`src/rtl/led8x4_scan.sv`:
```
// led8x4_scan: four-digit multiplexed 7-segment driver with dead-time,
// double-buffered digit data and optional leading-zero blanking.
module led8x4_scan #(
    parameter int SCAN_DIV  = 50000,
    parameter int BLANK_CYC = 500
) (
    input  logic        Clk,
    input  logic        Rst,
    input  logic        wr_en,
    input  logic [15:0] wr_data,
    input  logic [3:0]  dp_in,
    input  logic        lz_blank,
    output logic [6:0]  seg_n,
    output logic        dp_n,
    output logic [3:0]  dig_n,
    output logic        frame_start
);
    localparam int CW = $clog2(SCAN_DIV);
    localparam logic [0:0] BLANK = 1'b0;
    localparam logic [0:0] SHOW  = 1'b1;
    logic [0:0]  state_q, state_d;
    logic [1:0]  idx_q, idx_d;
    logic [CW-1:0] cnt_q, cnt_d;
    logic        run_q, run_d;
    logic [15:0] sh_data_q, sh_data_d, disp_data_q, disp_data_d;
    logic [3:0]  sh_dp_q, sh_dp_d, disp_dp_q, disp_dp_d;
    logic [6:0]  seg_d, hex;
    logic        dp_d, fs_d, load, lz_hide;
    logic [3:0]  dig_d, nib;
    // The first edge after reset release only arms the counter so the
    // opening dead-time spans a full BLANK_CYC cycles of observable output.
    always_comb begin
        state_d = state_q;
        idx_d   = idx_q;
        cnt_d   = cnt_q + 1'b1;
        run_d   = 1'b1;
        if (!run_q) begin
            cnt_d = cnt_q;
        end else if (state_q == SHOW && cnt_q == CW'(SCAN_DIV - BLANK_CYC - 1)) begin
            state_d = BLANK;
            cnt_d   = '0;
        end else if (state_q == BLANK && cnt_q == CW'(BLANK_CYC - 1)) begin
            state_d = SHOW;
            idx_d   = idx_q + 2'd1;
            cnt_d   = '0;
        end
        load        = state_q == BLANK && state_d == SHOW && idx_d == 2'd0;
        sh_data_d   = wr_en ? wr_data : sh_data_q;
        sh_dp_d     = wr_en ? dp_in : sh_dp_q;
        disp_data_d = load ? sh_data_q : disp_data_q;
        disp_dp_d   = load ? sh_dp_q : disp_dp_q;
    end
    always_comb begin
        nib = disp_data_d[{idx_d, 2'b00} +: 4];
        case (nib)
            4'h0: hex = 7'h40;
            4'h1: hex = 7'h79;
            4'h2: hex = 7'h24;
            4'h3: hex = 7'h30;
            4'h4: hex = 7'h19;
            4'h5: hex = 7'h12;
            4'h6: hex = 7'h02;
            4'h7: hex = 7'h78;
            4'h8: hex = 7'h00;
            4'h9: hex = 7'h10;
            4'hA: hex = 7'h08;
            4'hB: hex = 7'h03;
            4'hC: hex = 7'h46;
            4'hD: hex = 7'h21;
            4'hE: hex = 7'h06;
            default: hex = 7'h0E;
        endcase
        lz_hide = lz_blank && idx_d != 2'd0 && (disp_data_d >> {idx_d, 2'b00}) == 16'h0;
        seg_d   = (state_d == SHOW && !lz_hide) ? hex : 7'h7F;
        dig_d   = (state_d == SHOW) ? ~(4'b0001 << idx_d) : 4'hF;
        dp_d    = (state_d == SHOW) ? ~disp_dp_d[idx_d] : 1'b1;
        fs_d    = load;
    end
    always_ff @(posedge Clk) begin
        if (Rst) begin
            state_q     <= BLANK;
            idx_q       <= 2'd3;
            cnt_q       <= '0;
            run_q       <= 1'b0;
            sh_data_q   <= '0;
            sh_dp_q     <= '0;
            disp_data_q <= '0;
            disp_dp_q   <= '0;
            seg_n       <= 7'h7F;
            dp_n        <= 1'b1;
            dig_n       <= 4'hF;
            frame_start <= 1'b0;
        end else begin
            state_q     <= state_d;
            idx_q       <= idx_d;
            cnt_q       <= cnt_d;
            run_q       <= run_d;
            sh_data_q   <= sh_data_d;
            sh_dp_q     <= sh_dp_d;
            disp_data_q <= disp_data_d;
            disp_dp_q   <= disp_dp_d;
            seg_n       <= seg_d;
            dp_n        <= dp_d;
            dig_n       <= dig_d;
            frame_start <= fs_d;
        end
    end
endmodule

```
`config.mk`:
```
export PLATFORM = sky130hd
export DESIGN_NAME = led8x4_scan
export DESIGN_NICKNAME = d
export VERILOG_FILES = /design/src/rtl/led8x4_scan.sv
export SDC_FILE = /design/constraint.sdc
export NUM_CORES = 1
export LEC_CHECK = 0
export BUFFER_PORTS_ARGS = -buffer_cell sky130_fd_sc_hd__buf_2
export CAP_MARGIN = 20
export CORE_MARGIN = 8
export CORE_UTILIZATION = 35
export CTS_CLUSTER_SIZE = 8
export DETAILED_ROUTE_END_ITERATION = 6
export HOLD_SLACK_MARGIN = 0.08
export PLACE_DENSITY = 0.52
export SLEW_MARGIN = 40
export SYNTH_ARGS = -nofsm -noshare
export SYNTH_HDL_FRONTEND = slang
export SYNTH_SLANG_ARGS = --single-unit
```
`constraint.sdc`:
```
create_clock -name Clk -period 3.25 [get_ports Clk]
set_clock_uncertainty 0.2 [all_clocks]
set_input_delay 0.1625 -clock Clk [delete_from_list [all_inputs] [get_ports Clk]]
set_output_delay 0.1625 -clock Clk [all_outputs]
set_load 0.02 [all_outputs]
```
==> results of run 1 <==
## worst max-delay path, cell delays in order (launching register included)
cell and delay, ns:
dfxtp_1 0.34, ha_2 0.20, nor4b_4 0.22, nand4_1 0.22
nor2_4 0.19, mux4_2 0.55, mux2i_4 0.17, ha_2 0.20
nand2_1 0.06, nor4_2 0.14, nand2_1 0.09, o31a_4 0.32
o211ai_1 0.09
## final timing paths
path                                      from        endpoint  depth (start not counted)
worst max register to register        cnt_q[1]        seg_n[2]                         12
worst max-delay path                  cnt_q[1]        seg_n[2]                         12
worst min-delay path                  lz_blank        seg_n[0]                          6
worst min register to register  disp_data_q[4]  disp_data_q[4]                          2
## what timing repair did
| action | in CTS | in global routing |
|---|---|---|
| hold buffers | 20 | 1 |
| endpoints found under the hold margin | 20 | 10 |
| resized for setup | 5 | 5 |
| setup endpoints to repair | 7 | 7 |
| setup buffers | 1 | 1 |
| pin swaps | 4 | 2 |
## stage by stage
stage	hold slack [ns]	std cells	setup slack (ns)	util (%)
2_1_floorplan	0.110	380	0.0400	-
3_5_place_dp	0.205	549	-0.125	40.7
3_3_place_gp	0.197	549	0.000461	40.7
5_1_grt	0.185	587	-0.0203	46.1
4_1_cts	0.156	585	0.0242	45.7
6_report	0.184	587	0.178	46.1
## metal layers
metal	global-route usage (%)	up-vias
met3	2.80	11
li1	-	1448
met4	6.03	0
met2	22.1	47
met5	0	-
met1	16.0	1311
## cell families after synthesis
group,Yosys count,share of synthesized area [%]
and+or+nand+nor,164,23.9
buffers and inverters,31,4.18
xor gates and xnor gates,16,4.19
DFF,73,43.6
muxes,32,11.2
adders and majority gates,7,2.54
AOI/OAI and AO/OA,57,10.4
## flip-flops by register name, summed over array words and instances, names as in the netlist, 2 cells and up
register	flops
cnt_q	16
disp_data_q	16
sh_data_q	16
seg_n	7
dig_n	4
disp_dp_q	4
sh_dp_q	4
idx_q	2
## cell type report
| type | count | area [µm²] |
|---|---|---|
| fill | 930 | 5000 |
| multi-input combinational | 276 | 1790 |
| sequential | 73 | 1460 |
| timing repair buffer | 85 | 603 |
| tap | 129 | 161 |
| clock buffer | 9 | 124 |
| clock inverter | 6 | 108 |
| inverter | 9 | 33.8 |
## cell usage after synthesis, drive strengths merged
cell type	n	area, µm²
mux4	4	90.1
maj3	1	10.0
inv	9	33.8
and4	4	35.0
nand2b	4	25.0
nand4b	1	8.76
buf	6	46.3
mux2	3	33.8
nor4	6	73.8
nor2b	3	18.8
dfxtp	73	1460
nor4b	2	47.6
mux2i	25	250
a22o	1	8.76
o211ai	8	70.1
a21oi	33	173
a22oi	1	7.51
xnor2	6	52.6
o21ai	7	35.0
o221ai	1	8.76
o31a	1	10.0
nor3	7	35.0
ha	6	75.1
a311oi	1	8.76
xor2	10	87.6
nand3b	1	7.51
a31oi	3	18.8
and3	4	25.0
nand2	69	259
o22ai	1	6.26
clkbuf	16	60.1
nand3	13	65.1
nor2	46	175
nand4	4	25.0
## power breakdown
group / switching, mW / internal, mW
logic: 0.0433 / 0.0532
clock network: 0.327 / 0.503
registers: 0.0112 / 0.912
==> impl_results.md, run 1 <==
- Tmin final: roughly 3 ns
- Worst-margin pin slew: roughly 0.58 ns
- Final setup fails: 0
- Pwr Total: about 1.8 mW
- Max-cap check violation count: 0
- Commonest non-fill, non-tap cell in the layout: dfxtp_1
- Ant. Diodes: 0
- Setup Total Neg Slack: 0 ns
- Antenna violations before repair: 0
- Nets: 484
- Mean routed wirelength per cell: 13.4 µm
- Die Height: between 100 and 150 µm
- Max Buffers Root-to-Sink: 2
- Iter 0 DRT Violations: roughly 200
- Top Layer Used: met4
- Routed wl met2: approximately 3.8 mm
- Mean Syn Cell Area: 8.81 µm²
- Routed metal-1 wirelength: around 3.6 mm
- CTS Root Cell: clkbuf_8
- Synth-to-layout area growth: 27.8%
- CTS tree: done
- Largest net degree at the start of global routing: 46
- Routed WL: 7.86 mm
- Critical path class: flop to flop
- Initial core utilization: between 30% and 40%
- Ys Warns: 0
- Placeable Area: between 0.009 and 0.01 mm²
- Num CTS Buffers: 9
- Post-DRT Antenna Nets: 0
- Clk slew on worst S/H paths: 0.08 ns
- Yosys reg bits: between 70 and 80
- Placer Congestion: around 0.81
- Slew headroom: 61.1%
- GRT Resource Usage Total: roughly an eighth
- CP endpoint kind: flop
- Worst Path Required: approximately 3.3 ns
- Grt ovf: 0
- Tightest Hold Check Type: input port to flop
- Static Leak: approximately 1.7 nW
- Arrival @ worst endpoint: about 3.1 ns
- Final instance area: 0.00428 mm²
- Sink Count: 73
- Die area: 0.0130 mm²
- Final Max Tran Viols: 0
- DR vias: around 2800
- Status: finished, final reports clean
- Vias in the first global route: 2924
- DRT Pass-1 Iters: 4
- Layout cell share with drive strength beyond 1: about 22%
- Synthesized area: around 0.0033 mm²
- Sequential area share after synthesis: between 40% and 50%
- Placement Cell Area: 0.00378 mm²
- Vias per inst: approximately 4.8
- R2R Setup Slk: about 0.18 ns
- F_max: between 300 and 400 MHz
- Max IR drop VDD: between 0.0002 and 0.00025 V
- Htree depth: 3
- Final hold vios: 0
- Row cnt: 35
- PwrDens: between 400 and 500 mW/mm²
- Cell variety after synth: 43
- Post-Synthesis Cells: 380
- Post-synth net total: 410
- Period utilization: between 90 and 100%
- CP Launch Type: flop
- Met3 Wirelength: about 260 µm
- PortBufs: 36
- Hpwl dp: around 5.6 mm
- # DRC: 0
- # IOs: 37
- Die W: between 100 and 150 µm
- Clock Latency Late Sink: 0.33 ns
- Most frequent cells in the layout: dfxtp_1 (72), nand2_1 (69), nor2_1 (45)
- Max FO, Critical Path: 7
- Global-route wire length before repair: around 14 mm
Note: power is estimated with default switching activity, not from simulation.
==> run 2: changes to the inputs <==
ABC_AREA = 1   (was not set)
CTS_BUF_LIST = sky130_fd_sc_hd__clkbuf_16   (was not set)
==> run 2 against run 1 <==
Net effect:
- sequential power is 0.4% higher
- via count is 15% higher
- hold slack worse by 0.072 ns
- non-clock buffer count is 20 lower
- register-to-register slack better by 0.19 ns
- power is 13% higher
- die area is 2.8% higher
- largest cell class unchanged
- setup slack better by 0.19 ns
- core utilization is 1.4 points lower
==> impl_results.md, run 2 <==
- Status: finished, final reports clean (unchanged)
- Mean Syn Cell Area: 6.90 µm² (was 8.81 µm²)
- CTS tree: done (unchanged)
- Worst-path cell with the longest stage delay: dfxtp_1 (was mux4_2)
- WP buf/inv: 2 (was 0)
- Synth-to-layout area growth: 25.1% (was 27.8%)
- Area leader, netlist: dfxtp_1 (unchanged)
- F_max: 347 MHz (was 326 MHz)
- Sequential cell area: 0.00146 mm² (about the same)
- Num CTS Buffers: 9 (unchanged)
- Static Leak: 1.89 nW (was 1.70 nW)
- Layout cell share with drive strength beyond 1: 14.5% (was 22.5%)
- Yosys reg bits: 73 (unchanged)
- Tightest Hold Check Type: input port to flop (unchanged)
- CP cell instances: ha_1 > nand2_1 > nor2_4 > nand3_1 > nand2_1 > nand2_1 > inv_2 > nor2_1 > nand2_1 > nand2_1 > nor2_2 > ha_1 > nand2_1 > inv_1 > nand3_1 > nor2_1 > nand3_1 > nor2_2 > nor2_4 > nand2_1 (was ha_2 > nor4b_4 > nand4_1 > nor2_4 > mux4_2 > mux2i_4 > ha_2 > nand2_1 > nor4_2 > nand2_1 > o31a_4 > o211ai_1)
- DR vias: 3233 (was 2817)
- Slew headroom: 51.9% (was 61.1%)
- Die area: 0.0133 mm² (was 0.0130 mm²)
- Most frequent CP cell: nand2_1
- Placer Congestion: 0.828 (was 0.807)
- Global-route wire length before repair: 14.5 mm (was 13.9 mm)
- Dominant cells by area after synthesis: dfxtp_1 (42%), nand2_1 (15%), nor2_1 (8.5%) (was dfxtp_1 (44%), nand2_1 (7.7%), mux2i_1 (7.5%))
- Iter 0 DRT Violations: 149 (was 195)
- Vias in the first global route: 3059 (was 2924)
- CP Launch Type: flop (unchanged)
- # DRC: 0 (unchanged)
- Grt ovf: 0 (unchanged)
- Clock Latency Late Sink: 0.33 ns (about the same)
- Routed WL: 8.74 mm (was 7.86 mm)
- Final worst setup slack: 0.368 ns (was 0.178 ns)
- Top delay family on crit path: simple AND/OR/NAND/NOR gates (unchanged)
- Setup WS pre-CTS: 0.120 ns (was -0.125 ns)
- Max FO, Critical Path: 10 (was 7)
- Count leader, synth: nand2_1 (was dfxtp_1)
- Ant. Diodes: 0 (unchanged)
- Post-synth EDFFs: 0 (unchanged)
- Post-Synthesis Cells: 501 (was 380)
- Commonest non-fill, non-tap cell in the layout: nand2_1 (was dfxtp_1)
- RSZ-0062 raised after global routing: no
- Tmin final: 2.88 ns (was 3.07 ns)
- Arrival @ worst endpoint: 2.96 ns (was 3.12 ns)
- CP endpoint kind: flop (unchanged)
- Final Max Tran Viols: 0 (unchanged)
- Global routing's busiest layer: met2 (unchanged)
- Mean routed wirelength per cell: 12.5 µm (was 13.4 µm)
- Max-cap check violation count: 0 (unchanged)
- Die W: 115 µm (was 114 µm)
- DRT Pass-1 Iters: 5 (was 4)
- PortBufs: 36 (unchanged)
- Die Height: 115 µm (was 114 µm)
- Share of the synthesized area in the top cell type: 42.3% (was 43.6%)
- Most frequent cells in the layout: nand2_1 (141), nor2_1 (77), dfxtp_1 (73) (was dfxtp_1 (72), nand2_1 (69), nor2_1 (45))
- Largest regs: cnt_q (16), disp_data_q (16), sh_data_q (16) (unchanged)
- CTS Root Cell: clkbuf_16 (was clkbuf_8)
- Largest net degree at the start of global routing: 27 (was 46)
- Post-DRT Antenna Nets: 0 (unchanged)
- Synthesized area: 0.00346 mm² (was 0.00335 mm²)
- Setup Total Neg Slack: 0 ns (unchanged)
- Met3 Usage GRT: 3.73% (was 2.80%)
- Final setup fails: 0 (unchanged)
- Row cnt: 36 (was 35)
- Grt met1 use: 19.1% (was 16.0%)
- Ys Warns: 0 (unchanged)
- Placeable Area: 0.00968 mm² (was 0.00928 mm²)
- Most used DFF post-synth: dfxtp_1 (unchanged)
- PwrDens: 482 mW/mm² (was 432 mW/mm²)
- Hpwl dp: 6.13 mm (was 5.63 mm)
- CP peak stage delay: 0.37 ns (was 0.55 ns)
- Post-synth net total: 531 (was 410)
- Sink Count: 73 (unchanged)
- Htree depth: 3 (unchanged)
- Vias per inst: 4.63 (was 4.80)
- Grt met2 use: 20.0% (was 22.1%)
- GRT Resource Usage Total: 13.7% (was 13.3%)
- Cell variety after synth: 29 (was 43)
- Initial core utilization: 35.7% (was 36.1%)
- Max Buffers Root-to-Sink: 2 (unchanged)
- Post-CTS Setup Inserts: 0 (was 1)
- Critical path class: flop to flop (unchanged)
- Nets: 590 (was 484)
- Worst Path Required: 3.33 ns (was 3.30 ns)
- Top cells by count, synth: nand2_1 (142), nor2_1 (78), dfxtp_1 (73) (was dfxtp_1 (73), nand2_1 (69), nor2_1 (45))
- Area occupied by multi-input gates: 0.00176 mm² (was 0.00179 mm²)
- # IOs: 37 (unchanged)
- Clk slew on worst S/H paths: 0.06 ns (was 0.08 ns)
- Max IR drop VDD: 0.000300 V (was 0.000207 V)
- Fillers: 1006 (was 930)
- Sequential area share after synthesis: 42.3% (was 43.6%)
- Worst-margin pin slew: 0.720 ns (was 0.583 ns)
- Period utilization: 88.7% (was 94.5%)
- Antenna violations before repair: 0 (unchanged)
- Ys async rst share: 0% (unchanged)
- Final hold vios: 0 (unchanged)
run 2: kinds of logic (layout without fill, tap and decap cells):
kind of cell             count (synthesis)  after routing  synth area share [%]
buffers and inverters                   62            125                  7.53
AND/OR/NAND/NOR                        302            303                  38.6
XOR/XNOR                                 7              7                  1.77
AO/OA/AOI/OAI                           51             51                  7.64
flip-flops                              73             73                  42.3
adder cells (fa/ha/maj)                  6              6                  2.17
run 2: path summary, 6_finish.rpt:
path,startpoint,depth (start not counted),to,slack [ns]
worst min register to register,disp_data_q[11],2,disp_data_q[11],0.27
worst max register to register,cnt_q[0],20,seg_n[6],0.37
worst min-delay path,wr_en,3,sh_data_q[13],0.11
worst max-delay path,cnt_q[0],20,seg_n[6],0.37
run 2: metal layers:
layer,vias to the layer above,wire length (µm)
met5,-,0
met3,5,399
li1,1733,-
met1,1427,4610
met4,0,79
met2,68,3650
run 2: area by class of cell:
type	instances	share of cell area (%)
clock buffer	9	5.21
clock inverter	7	2.17
inverter	44	3.82
multi-input combinational	367	40.8
sequential	73	33.8
tap	133	3.85
timing repair buffer	65	10.4
run 2: worst register-to-register path: stages, from the launching register on:
cell,delay (ns)
dfxtp_1,0.37
ha_1,0.22
nand2_1,0.12
nor2_4,0.20
nand3_1,0.17
nand2_1,0.10
nand2_1,0.07
inv_2,0.15
nor2_1,0.09
nand2_1,0.07
nand2_1,0.06
nor2_2,0.17
ha_1,0.21
nand2_1,0.06
inv_1,0.06
nand3_1,0.07
nor2_1,0.09
nand3_1,0.08
nor2_2,0.13
nor2_4,0.07
nand2_1,0.07
run 2: where the power goes:
| group | leakage, nW | internal (mW) | switching, mW |
|---|---|---|---|
| sequential | 0.594 | 0.915 | 0.0116 |
| clock | 0.153 | 0.672 | 0.389 |
| combinational | 1.14 | 0.0442 | 0.0530 |
run 2: what timing repair did:
action                                  4_1_cts  5_1_grt
resized for setup                             0        5
hold buffers                                 21        0
hold endpoints to repair                     26        0
endpoints found under the setup margin        0        7
run 2: through the flow:
step | hold slack, ns | instance area, µm² | util, % | power, mW | cells
after floorplan | 0.0974 | 3460 | - | 0.991 | 501
after global placement | 0.183 | 3770 | 38.9 | 1.02 | 660
after detailed placement | 0.189 | 3770 | 38.9 | 1.02 | 660
after CTS | 0.105 | 4300 | 44.4 | 2.11 | 697
after global routing | 0.116 | 4330 | 44.7 | 2.17 | 698
final | 0.112 | 4330 | 44.7 | 2.08 | 698
==> run 3: changes to the inputs <==
CAP_MARGIN = 0   (was 20)
CELL_PAD_IN_SITES_DETAIL_PLACEMENT = 0   (was not set)
CELL_PAD_IN_SITES_GLOBAL_PLACEMENT = 1   (was not set)
PLACE_DENSITY = 0.69   (was 0.52)
clock period = 2.4 ns   (was 3.25 ns; I/O delays follow)
==> run 3 against run 2 <==
Net effect:
- the flow now finishes with violations (setup timing)
- combinational power up 79%
- final cell count rose by 12%
- clock power up 47%
- setup slack got worse by 0.56 ns
- hold slack improved by 0.15 ns
- largest power group unchanged
==> impl_results.md, run 3 (synthesis gave the netlist of run 2 again) <==
- Final worst setup slack: -0.191 ns (was 0.368 ns)
- Clk slew on worst S/H paths: 0.06 ns (about the same)
- Worst-margin pin slew: 0.619 ns (was 0.720 ns)
- Static Leak: 2.36 nW (was 1.89 nW)
- R2R Setup Slk: -0.19 ns (was 0.37 ns)
- Placer Congestion: 0.835 (was 0.828)
- Die area: 0.0133 mm² (unchanged)
- Max Buffers Root-to-Sink: 2 (unchanged)
- Clock Latency Late Sink: 0.33 ns (about the same)
- Setup WS pre-CTS: -0.207 ns (was 0.120 ns)
- Antenna violations before repair: 0 (unchanged)
- Routed WL: 9.56 mm (was 8.74 mm)
- Finished Core Util: 53.4% (was 44.7%)
- Pwr Total: 2.99 mW (was 2.08 mW)
- CP cell instances: ha_4 > nand2_4 > nor2_4 > nand4_4 > buf_8 > nand2_2 > nand2_2 > nand3_2 > nand2_2 > nor2_4 > ha_4 > nand2_2 > inv_2 > nand3_2 > nor2_1 > nand3_1 > nor2_2 > nor2_4 > nand2_1 (was ha_1 > nand2_1 > nor2_4 > nand3_1 > nand2_1 > nand2_1 > inv_2 > nor2_1 > nand2_1 > nand2_1 > nor2_2 > ha_1 > nand2_1 > inv_1 > nand3_1 > nor2_1 > nand3_1 > nor2_2 > nor2_4 > nand2_1)
- Row cnt: 36 (unchanged)
- Initial core utilization: 35.7% (unchanged)
- Max IR drop VDD: 0.000335 V (was 0.000300 V)
- Largest regs: cnt_q (16), disp_data_q (16), sh_data_q (16) (unchanged)
- Grt ovf: 0 (unchanged)
- Status: complete, but fails checks (was finished, final reports clean)
- PwrDens: 577 mW/mm² (was 482 mW/mm²)
- CTS Root Cell: clkbuf_16 (unchanged)
- Most frequent CP cell: nand2_2 (was nand2_1)
- Tmin final: 2.59 ns (was 2.88 ns)
- Period utilization: 108% (was 88.7%)
- Arrival @ worst endpoint: 2.67 ns (was 2.96 ns)
- Final setup fails: 7 (was 0)
- RSZ-0062 raised after global routing: yes (was no)
- Critical path class: flop to flop (unchanged)
- Num CTS Buffers: 9 (unchanged)
- Placed cells: 718 (was 660)
- PortBufs: 36 (unchanged)
- Mean routed wirelength per cell: 12.2 µm (was 12.5 µm)
- Vias per inst: 4.59 (was 4.63)
- Placeable Area: 0.00968 mm² (unchanged)
- F_max: 386 MHz (was 347 MHz)
- Worst-path cell with the longest stage delay: dfxtp_2 (was dfxtp_1)
- Sink Count: 73 (unchanged)
- Violated checks: setup timing
- # DRC: 0 (unchanged)
- Max FO, Critical Path: 8 (was 10)
- GRT Resource Usage Total: 15.3% (was 13.7%)
- Iter 0 DRT Violations: 145 (was 149)
- Global-route wire length before repair: 16.3 mm (was 14.5 mm)
- Ant. Diodes: 0 (unchanged)
- DR vias: 3583 (was 3233)
- CP endpoint kind: flop (unchanged)
- Htree depth: 3 (unchanged)
- CP peak stage delay: 0.35 ns (was 0.37 ns)
- Commonest non-fill, non-tap cell in the layout: nand2_1 (unchanged)
- DRT Pass-1 Iters: 4 (was 5)
- Slew headroom: 58.7% (was 51.9%)
- Non-Filler Instances: 781 (was 698)
- Layout cell share with drive strength beyond 1: 30.4% (was 14.5%)
- Vias in the first global route: 3505 (was 3059)
- Most frequent cells in the layout: nand2_1 (121), nor2_1 (72), buf_4 (72) (was nand2_1 (141), nor2_1 (77), dfxtp_1 (73))
- CP Launch Type: flop (unchanged)
- Tightest Hold Check Type: flop to flop (was input port to flop)
- Synth-to-layout area growth: 49.7% (was 25.1%)
- Final hold vios: 0 (unchanged)
- Hpwl dp: 6.94 mm (was 6.13 mm)
- Worst Path Required: 2.47 ns (was 3.33 ns)
- Final Max Tran Viols: 0 (unchanged)
- Die W: 115 µm (unchanged)
- Largest net degree at the start of global routing: 25 (was 27)
- CTS tree: done (unchanged)
- Post-DRT Antenna Nets: 0 (unchanged)
- Max-cap check violation count: 0 (unchanged)
- WP buf/inv: 2 (unchanged)
- Nets: 673 (was 590)
- Top delay family on crit path: simple AND/OR/NAND/NOR gates (unchanged)
- Die Height: 115 µm (unchanged)
- # IOs: 37 (unchanged)
-- run 3: where the power goes --
part / internal, mW / switching (mW) / total [mW]
combinational: 0.0955 / 0.0789 / 0.174
clock: 1.02 / 0.539 / 1.56
sequential: 1.24 / 0.0153 / 1.26
total: 2.35 / 0.634 / 2.99
-- run 3: timing repair --
action	CTS	global route
gates resized for setup	15	30
cloned	0	0
buffers inserted	5	4
hold buffers	38	0
pin swaps	15	29
endpoints found under the setup margin	7	7
endpoints found under the hold margin	41	0
-- run 3: final timing paths --
| check | startpoint | end | depth (start not counted) |
|---|---|---|---|
| worst max-delay path | cnt_q[1] | seg_n[2] | 19 |
| worst min-delay path | sh_dp_q[2] | sh_dp_q[2] | 2 |
| worst max register to register | cnt_q[1] | seg_n[2] | 19 |
| worst min register to register | sh_dp_q[2] | sh_dp_q[2] | 2 |
-- run 3: routing by layer --
| metal | up-vias | global-route usage [%] | wire [µm] |
|---|---|---|---|
| li1 | 1886 | - | - |
| met1 | 1617 | 19.6 | 4800 |
| met2 | 72 | 24.3 | 4200 |
| met3 | 8 | 3.68 | 433 |
| met4 | 0 | 5.34 | 124 |
| met5 | - | 0 | 0 |
-- run 3: through the flow --
stage	hold WS (ns)	cell area, µm²	TNS, ns
floorplan	0.0549	3530	-0.213
global placement	0.142	4260	-1.27
detailed placement	0.146	4260	-1.39
CTS	0.244	5070	-0.803
global route	0.293	5170	-2.63
finish	0.260	5170	-1.30
-- run 3: cell type report --
class / instances / area, µm²
fillers: 975 / 4510
multi-input cells: 366 / 1890
flip-flops and latches: 73 / 1470
repair buffers: 149 / 1140
clock buffers: 9 / 225
well taps: 133 / 166
inverters: 44 / 165
clock inverters: 7 / 119
-- run 3: worst min-delay path, delay by kind of cell, from the launching register on --
family	cells	cell delay, ns
buffers and inverters	1	0.06
AO/OA/AOI/OAI	1	0.06
flip-flops	1	0.29
